==> src/rtl/mem_access_stage_if.sv <==
// Data-RAM bus between the memory stage (master) and a 32-bit synchronous RAM (slave).
// mem_q is valid the cycle after mem_addr is driven.
interface mem_access_stage_if #(
  parameter int ADDR_W = 16,
  parameter int DATA_W = 32
);
  logic [ADDR_W-1:0] mem_addr;
  logic [DATA_W-1:0] mem_wdata;
  logic              mem_wren;
  logic [DATA_W-1:0] mem_q;

  modport master (output mem_addr, output mem_wdata, output mem_wren, input mem_q);
  modport slave  (input mem_addr, input mem_wdata, input mem_wren, output mem_q);
endinterface

==> src/rtl/mem_access_stage.sv <==
// Memory stage of the vector pipeline: sequences scalar and 4-lane vector loads/stores
// over the data RAM, stalls empipe during multi-beat accesses and registers the M->W payload.
module mem_access_stage #(
  parameter int ADDR_W = 16,
  parameter int DATA_W = 32,
  parameter int LANES  = 4
) (
  input  logic                      clk,
  input  logic                      rst,
  input  logic                      regw_M,
  input  logic                      memw_M,
  input  logic                      regmem_M,
  input  logic                      vect_M,
  input  logic [3:0]                regScr_M,
  input  logic [DATA_W*LANES-1:0]   ALUrslt_M,
  input  logic [DATA_W*LANES-1:0]   address_M,
  output logic                      stall_M,
  mem_access_stage_if.master        mem,
  output logic                      regw_W,
  output logic                      regmem_W,
  output logic                      vect_W,
  output logic [3:0]                regScr_W,
  output logic [DATA_W*LANES-1:0]   ALUrslt_W,
  output logic [DATA_W*LANES-1:0]   memdata_W
);
  localparam int VW    = DATA_W * LANES;
  localparam int CNT_W = $clog2(LANES);
  localparam logic [CNT_W-1:0] LAST = CNT_W'(LANES - 1);

  typedef enum logic [1:0] {IDLE, LWAIT, VLD, VST} state_t;

  state_t            state;
  logic [CNT_W-1:0]  cnt;
  logic [CNT_W-1:0]  prev_cnt;
  logic [VW-1:0]     lane_buf;
  logic [ADDR_W-1:0] base;
  logic              is_load;
  logic              unused_addr_bits;

  assign base             = address_M[ADDR_W-1:0];
  assign unused_addr_bits = ^address_M[VW-1:ADDR_W];
  assign is_load          = regmem_M & ~memw_M;
  assign prev_cnt         = cnt - CNT_W'(1);

  // Beat cnt addresses base+cnt (wrapping); in IDLE cnt is 0 so beat 0 goes to base.
  always_comb begin
    mem.mem_addr  = base + ADDR_W'(cnt);
    mem.mem_wdata = ALUrslt_M[DATA_W*cnt +: DATA_W];
    mem.mem_wren  = 1'b0;
    stall_M       = 1'b0;
    if (rst) begin
      case (state)
        IDLE: begin
          mem.mem_wren = memw_M;
          stall_M      = (memw_M & vect_M) | is_load;
        end
        VLD:     stall_M = 1'b1;
        VST: begin
          mem.mem_wren = 1'b1;
          stall_M      = (cnt != LAST);
        end
        default: stall_M = 1'b0;
      endcase
    end
  end

  always_ff @(posedge clk or negedge rst) begin
    if (!rst) begin
      state     <= IDLE;
      cnt       <= '0;
      lane_buf  <= '0;
      regw_W    <= 1'b0;
      regmem_W  <= 1'b0;
      vect_W    <= 1'b0;
      regScr_W  <= '0;
      ALUrslt_W <= '0;
      memdata_W <= '0;
    end else begin
      case (state)
        IDLE: begin
          if (memw_M && vect_M) begin
            state <= VST;
            cnt   <= CNT_W'(1);
          end else if (is_load) begin
            state <= vect_M ? VLD : LWAIT;
            cnt   <= vect_M ? CNT_W'(1) : '0;
          end
        end
        VLD: begin
          lane_buf[DATA_W*prev_cnt +: DATA_W] <= mem.mem_q;
          cnt <= cnt + CNT_W'(1);
          if (cnt == LAST) state <= LWAIT;
        end
        VST: begin
          cnt <= cnt + CNT_W'(1);
          if (cnt == LAST) state <= IDLE;
        end
        default: begin
          state <= IDLE;
          cnt   <= '0;
        end
      endcase

      // A stalled cycle hands writeback a bubble; payload fields simply hold.
      if (stall_M) begin
        regw_W   <= 1'b0;
        regmem_W <= 1'b0;
        vect_W   <= 1'b0;
      end else begin
        regw_W    <= regw_M;
        regmem_W  <= regmem_M;
        vect_W    <= vect_M;
        regScr_W  <= regScr_M;
        ALUrslt_W <= ALUrslt_M;
        if (state == LWAIT)
          memdata_W <= vect_M ? {mem.mem_q, lane_buf[VW-DATA_W-1:0]}
                              : {{(VW-DATA_W){1'b0}}, mem.mem_q};
      end
    end
  end
endmodule
==> src/flat_wrapper.sv <==
// flat-port wrapper written by rule: the top's interface ports become plain ports
module mem_access_stage_flat 
#(
  parameter int ADDR_W = 16,
  parameter int DATA_W = 32,
  parameter int LANES  = 4
)
  (clk, rst, regw_M, memw_M, regmem_M, vect_M, regScr_M, ALUrslt_M, address_M, stall_M, regw_W, regmem_W, vect_W, regScr_W, ALUrslt_W, memdata_W, mem_mem_addr, mem_mem_wdata, mem_mem_wren, mem_mem_q);
  mem_access_stage_if #(.ADDR_W(ADDR_W), .DATA_W(DATA_W)) mem_i ();
  input  logic clk;
  input  logic rst;
  input  logic regw_M;
  input  logic memw_M;
  input  logic regmem_M;
  input  logic vect_M;
  input  logic [3:0] regScr_M;
  input  logic [DATA_W*LANES-1:0] ALUrslt_M;
  input  logic [DATA_W*LANES-1:0] address_M;
  output logic stall_M;
  output logic regw_W;
  output logic regmem_W;
  output logic vect_W;
  output logic [3:0] regScr_W;
  output logic [DATA_W*LANES-1:0] ALUrslt_W;
  output logic [DATA_W*LANES-1:0] memdata_W;
  output wire logic [$bits(mem_i.mem_addr)-1:0] mem_mem_addr;
  output wire logic [$bits(mem_i.mem_wdata)-1:0] mem_mem_wdata;
  output wire logic [$bits(mem_i.mem_wren)-1:0] mem_mem_wren;
  input wire logic [$bits(mem_i.mem_q)-1:0] mem_mem_q;
  assign mem_mem_addr = mem_i.mem_addr;
  assign mem_mem_wdata = mem_i.mem_wdata;
  assign mem_mem_wren = mem_i.mem_wren;
  assign mem_i.mem_q = mem_mem_q;
  mem_access_stage #(.ADDR_W(ADDR_W), .DATA_W(DATA_W), .LANES(LANES)) u_core (.clk(clk), .rst(rst), .regw_M(regw_M), .memw_M(memw_M), .regmem_M(regmem_M), .vect_M(vect_M), .regScr_M(regScr_M), .ALUrslt_M(ALUrslt_M), .address_M(address_M), .stall_M(stall_M), .mem(mem_i), .regw_W(regw_W), .regmem_W(regmem_W), .vect_W(vect_W), .regScr_W(regScr_W), .ALUrslt_W(ALUrslt_W), .memdata_W(memdata_W));
endmodule
==> config.mk <==
export PLATFORM = sky130hd
export DESIGN_NAME = mem_access_stage_flat
export DESIGN_NICKNAME = d
export VERILOG_FILES = /design/src/rtl/mem_access_stage_if.sv /design/src/rtl/mem_access_stage.sv /design/src/flat_wrapper.sv
export SDC_FILE = /design/constraint.sdc
export NUM_CORES = 1
export LEC_CHECK = 0
export BUFFER_PORTS_ARGS = -buffer_cell sky130_fd_sc_hd__buf_2
export CAP_MARGIN = 10
export CORE_AREA = 2 2 239 241
export CTS_CLUSTER_DIAMETER = 30
export DETAILED_ROUTE_END_ITERATION = 6
export DIE_AREA = 0 0 241 243
export PLACE_DENSITY = 0.62
export SYNTH_ARGS = -nofsm -noshare
export SYNTH_HDL_FRONTEND = slang
export SYNTH_SLANG_ARGS = --single-unit
==> constraint.sdc <==
create_clock -name clk -period 2.72 [get_ports clk]
set_input_delay 0.136 -clock clk [delete_from_list [all_inputs] [get_ports clk]]
set_output_delay 0.136 -clock clk [all_outputs]
set_load 0.1 [all_outputs]
* Yosys cells after proc, flatten, opt, wreduce, memory -nomap -nowiden
Index checks and enable logic that the tools add are counted.
Widths: inputs -> output; s select.
** Storage, ports and cells
- Register bits after elaboration :: 395
- Input bits :: 298
** Cells by class
- Mux-type cells :: 19
- Reductions and logical operators :: 5
- Add/subtract/negate cells :: 4
- Shift operators :: 3
- Equality and inequality tests :: 8
- Bitwise gates (word level) :: 5
** Operators by type and width (number)
- $bwmux 128 :: 1
- $mux 128 :: 1
- $shift 32x34->128 const A :: 1
- $shiftx 128x8->32 :: 1
- $shiftx 32x34->128 :: 1
- $neg 7->34 :: 1
- $add 16x2->16 :: 1
- $mux 2 :: 7
- $eq 2x2->1 const B :: 3
- $mux 1 :: 6
- $pmux 2 s3 :: 1
- $ne 2x1->1 const B :: 2
- $pmux 2 s2 :: 1
- $ne 3x1->1 const B :: 1
- $pmux 1 s3 :: 1
- $reduce_and 3->1 :: 1
- $add 2x1->2 const B :: 1
- $and 1x1->1 :: 2
- $eq 2x1->1 const B :: 1
- $logic_not 2->1 :: 1
- $ne 2x2->1 const B :: 1
- $not 1->1 :: 2
- $pmux 1 s2 :: 1
- $reduce_and 2->1 :: 1
- other kinds (4) :: 4

* Longest topological paths before layout
- Depth in word-level cells :: 7
- Mapped depth :: 8
- Depth with buffers taken out :: 7

* Least setup slack after synthesis
OpenSTA, ideal clock, no wires.
- Kind :: reg-to-output
- Start :: register u_core.cnt[1]
- End :: output mem_mem_addr[10]
- Cell stages (with the launch flop) :: 9
- Data arrival time :: 3.589 ns
- Path slack :: -1.005 ns
- Cell sequence :: dfrtp_1 clkbuf_1 clkbuf_1 inv_1 fa_1 nor2b_1 and3_1 nand4_1 xnor2_1
** Between the ends
- Longest elaborated chain between the ends :: 1
** RTL lines
- start: declaration :: line mem_access_stage.sv:33 : logic [CNT_W-1:0] cnt;
- start signal: assignment :: line mem_access_stage.sv:86 : cnt <= vect_M ? CNT_W'(1) : '0;
- start signal: assignment :: line mem_access_stage.sv:91 : cnt <= cnt + CNT_W'(1);
- start signal: assignment :: line mem_access_stage.sv:95 : cnt <= cnt + CNT_W'(1);
- $add 16x2->16 :: line mem_access_stage.sv:47 : mem.mem_addr = base + ADDR_W'(cnt);
- end: declaration :: line flat_wrapper.sv:26 : output wire logic [$bits(mem_i.mem_addr)-1:0] mem_mem_addr;
No other way between the ends.

* Worst setup path after layout
- Start :: register u_core.cnt[0]
- End :: output mem_mem_addr[10]
The elaborated chain is that of the path after synthesis.

==> impl_metrics.csv <==
group,metric,value,unit
run_status,status,"completed",
synth,netlist_area,15000,um^2
setup_path,crit_type,"reg -> out",
placed_design,post-dp-hpwl,37200,um
synth,ys_seq_area_frac,0.604,
global_routing,grt_overflow,0,
routing,routedWlPerCell,21.5,um
placed_design,dp_slack,0.352,ns
die,core,56000,um^2
global_routing,track_usage,0.196,
synth,synth_top_area_frac,0.604,
synth,ys_seq_elements,363,
timing,maxSlewHeadroom,0.363,
finish,area_growth,57.0,%
cts,cts_made_buffers,87,
die,die_h,243,um
die,dieArea,58600,um^2
timing,period_needed,2.65,ns
synth,synthCells,1168,
routing,detail_route.wirelength,58300,um
finish,drive_gt1_frac,0.450,
pwr,vdd_drop_max,1.39,mV
synth,synth.area.top_cells,"dfrtp_1 60%, mux2_2 7.3%, a22o_1 5.6%",
timing,timing.hold.ws,0.278,ns
setup_path,worst_ep_arrival_time,2.52,ns
synth,synth_area_leader_cell,"dfrtp_1",
synth,synthesis.nets,1477,
die,num_rows,87,
routing,drc,0,
job,maxCapViolations,0,
global_routing,antenna_found_initial,3,
cts,insertion_delay,0.61,ns
synth,avgSynthCellArea,12.9,um^2
global_routing,grt_start_max_net_pins,176,
setup_path,cp-start-kind,"flop",
routing,antenna_left,0,
timing,skew,0.0228,ns
setup_path,critPathMaxFanout,4,
timing,setup_violations,0,
placed_design,port_buffers,498,
placed_design,place.gp.congestion,0.870,
timing,min_period_over_period,0.976,
timing,drv_slew,0,
pwr,power_density,1430,nW/um^2
setup_path,r2r_slack,0.35,ns
cts,clockBufferDepth,3,
die,ios,611,
timing,final-hold-violation-count,0,
synth,yosysWarnings,0,
synth,synth-main-ff-cell,"dfrtp_1",
finish,final_nets,2191,
die,start_util,0.269,
timing,tightest_slew,0.955,ns
cts,path_clk_slew,0.04,ns
die,die-width,241,um
routing,viasPerCell,4.62,
timing,rsz0062_at_grt,"yes",
timing,setup_ws,0.0658,ns
timing,fmax,377,MHz
global_routing,first_global_vias,13600,
setup_path,required,2.58,ns
cts,cts-root-buf,"clkbuf_16",
routing,drtIter0Drc,539,
routing,dr_total_vias,12500,
global_routing,grt_pass1_wl,85700,um
synth,synth_edf_count,0,
setup_path,cp-end-kind,"output port",
pwr,power.leakage,11.2,nW
cts,cts_tree,"done",
worst_hold_path,min_path_type,"in -> async",
cts,cts_max_level,3,
synth,synth-async-reset-ratio,1.00,
routing,drtPass1Iterations,5,
synth,ys_types,32,
cts,cts_sinks,363,
timing,setup_tns,0,ns
finish,n_fill_cell,5097,
cell usage in the layout, fill, tap and decap left out, types with 5 or more instances in the layout:
master         netlist  layout
ha_1                10       8
buf_2               16     485
clkbuf_1            47      10
buf_4                0      25
nor2_1              35      35
inv_6                0       9
o21ai_0             98      98
mux2_2              98      98
nand3_1             15      14
clkbuf_8             0      14
clkinvlp_4           0       8
mux2i_1             34      34
xnor2_2              0       7
mux2_4              36      36
clkbuf_16            0      87
inv_1              106     105
bufinv_16            0      11
dlygate4sd3_1        0     170
mux4_2              32      32
clkinv_2             0      15
a21oi_1             35      35
buf_12               0      18
nand2_1             95      94
dfrtp_1            363     361
a22o_1              96      96
clkinv_4             0       5
per-stage QoR:
stage | instance area [um^2] | std cells | power (W) | util
final | 23600 | 2714 | 0.0337 | 0.422
after global routing | 23600 | 2713 | 0.0349 | 0.422
after CTS | 23500 | 2706 | 0.0338 | 0.421
after detailed placement | 18700 | 2373 | 0.0227 | 0.335
after global placement | 18700 | 2373 | 0.0226 | 0.335
after floorplan | 15100 | 1168 | 0.0197 | -
critical path, stage by stage, from the launching register on:
cell	delay [ns]
dfrtp_2	0.41
ha_4	0.15
inv_2	0.04
fa_2	0.39
nor2b_2	0.14
and3_4	0.22
nand4_1	0.13
xnor2_2	0.23
buf_12	0.20
timing repair:
item | CTS | global route
hold buffers | 170 | 0
buffers inserted | 2 | 4
resized for setup | 8 | 4
gates cloned | 0 | 0
pin swaps | 0 | 6
endpoints found under the setup margin | 37 | 8
endpoints found under the hold margin | 625 | 0
cell usage after synthesis (32+ instances only):
library cell  instances
mux2_2               98
a22o_1               96
nand2_1              95
mux2i_1              34
mux2_4               36
dfrtp_1             363
nor2_1               35
o21ai_0              98
mux4_2               32
clkbuf_1             47
inv_1               106
a21oi_1              35
final timing paths:
check,from,end,depth (start not counted)
max in group asynchronous,rst,u_core.memdata_W[76],4
worst max-delay path,u_core.cnt[0],mem_mem_addr[10],8
worst max register to register,u_core.state[0],u_core.ALUrslt_W[67],7
min in group clk,regScr_M[0],u_core.regScr_W[0],3
worst min-delay path,rst,u_core.ALUrslt_W[75],3
worst min register to register,u_core.lane_buf[51],u_core.memdata_W[51],2
power breakdown:
group | switching, W | internal [W] | total (W)
logic | 0.0126 | 0.00292 | 0.0155
clock network | 0.00336 | 0.00729 | 0.0107
registers | 0.000800 | 0.00675 | 0.00755
per-layer routing:
metal	wire, um	global-route usage	part of all wire	vias up
met1	21600	0.215	0.37	6300
met4	3350	0.123	0.057	2
met2	28300	0.325	0.48	602
met3	5050	0.0628	0.087	118
met5	39	0.00421	0.00067	-
li1	-	-	-	5522
flip-flops by register name (all words and copies together) (netlist names), 2 cells and up:
register	flops
u_core.lane_buf	96
u_core.state	2
u_core.regScr_W	4
u_core.ALUrslt_W	128
u_core.memdata_W	128
u_core.cnt	2
logic make-up (layout without fill, tap and decap cells):
family | count (synthesis) | in the layout | share of synthesized area
compound gates | 231 | 231 | 0.102
buf+inv | 181 | 967 | 0.0490
other cells | 0 | 4 | 0
xor+xnor | 14 | 14 | 0.00816
flops | 363 | 363 | 0.604
simple gates | 168 | 168 | 0.0470
mux | 200 | 200 | 0.180
fa+ha+maj | 11 | 11 | 0.00966
cell type report:
cell class,instances,area [um^2],area share
sequential,363,9090,0.385
tap,756,946,0.0401
clock inverter,51,654,0.0277
timing repair buffer,700,4710,0.199
inverter,106,398,0.0169
clock buffer,110,2390,0.101
antenna,4,10.0,0.000424
multi-input combinational,624,5400,0.229
Power figures use the tool's default switching activity.
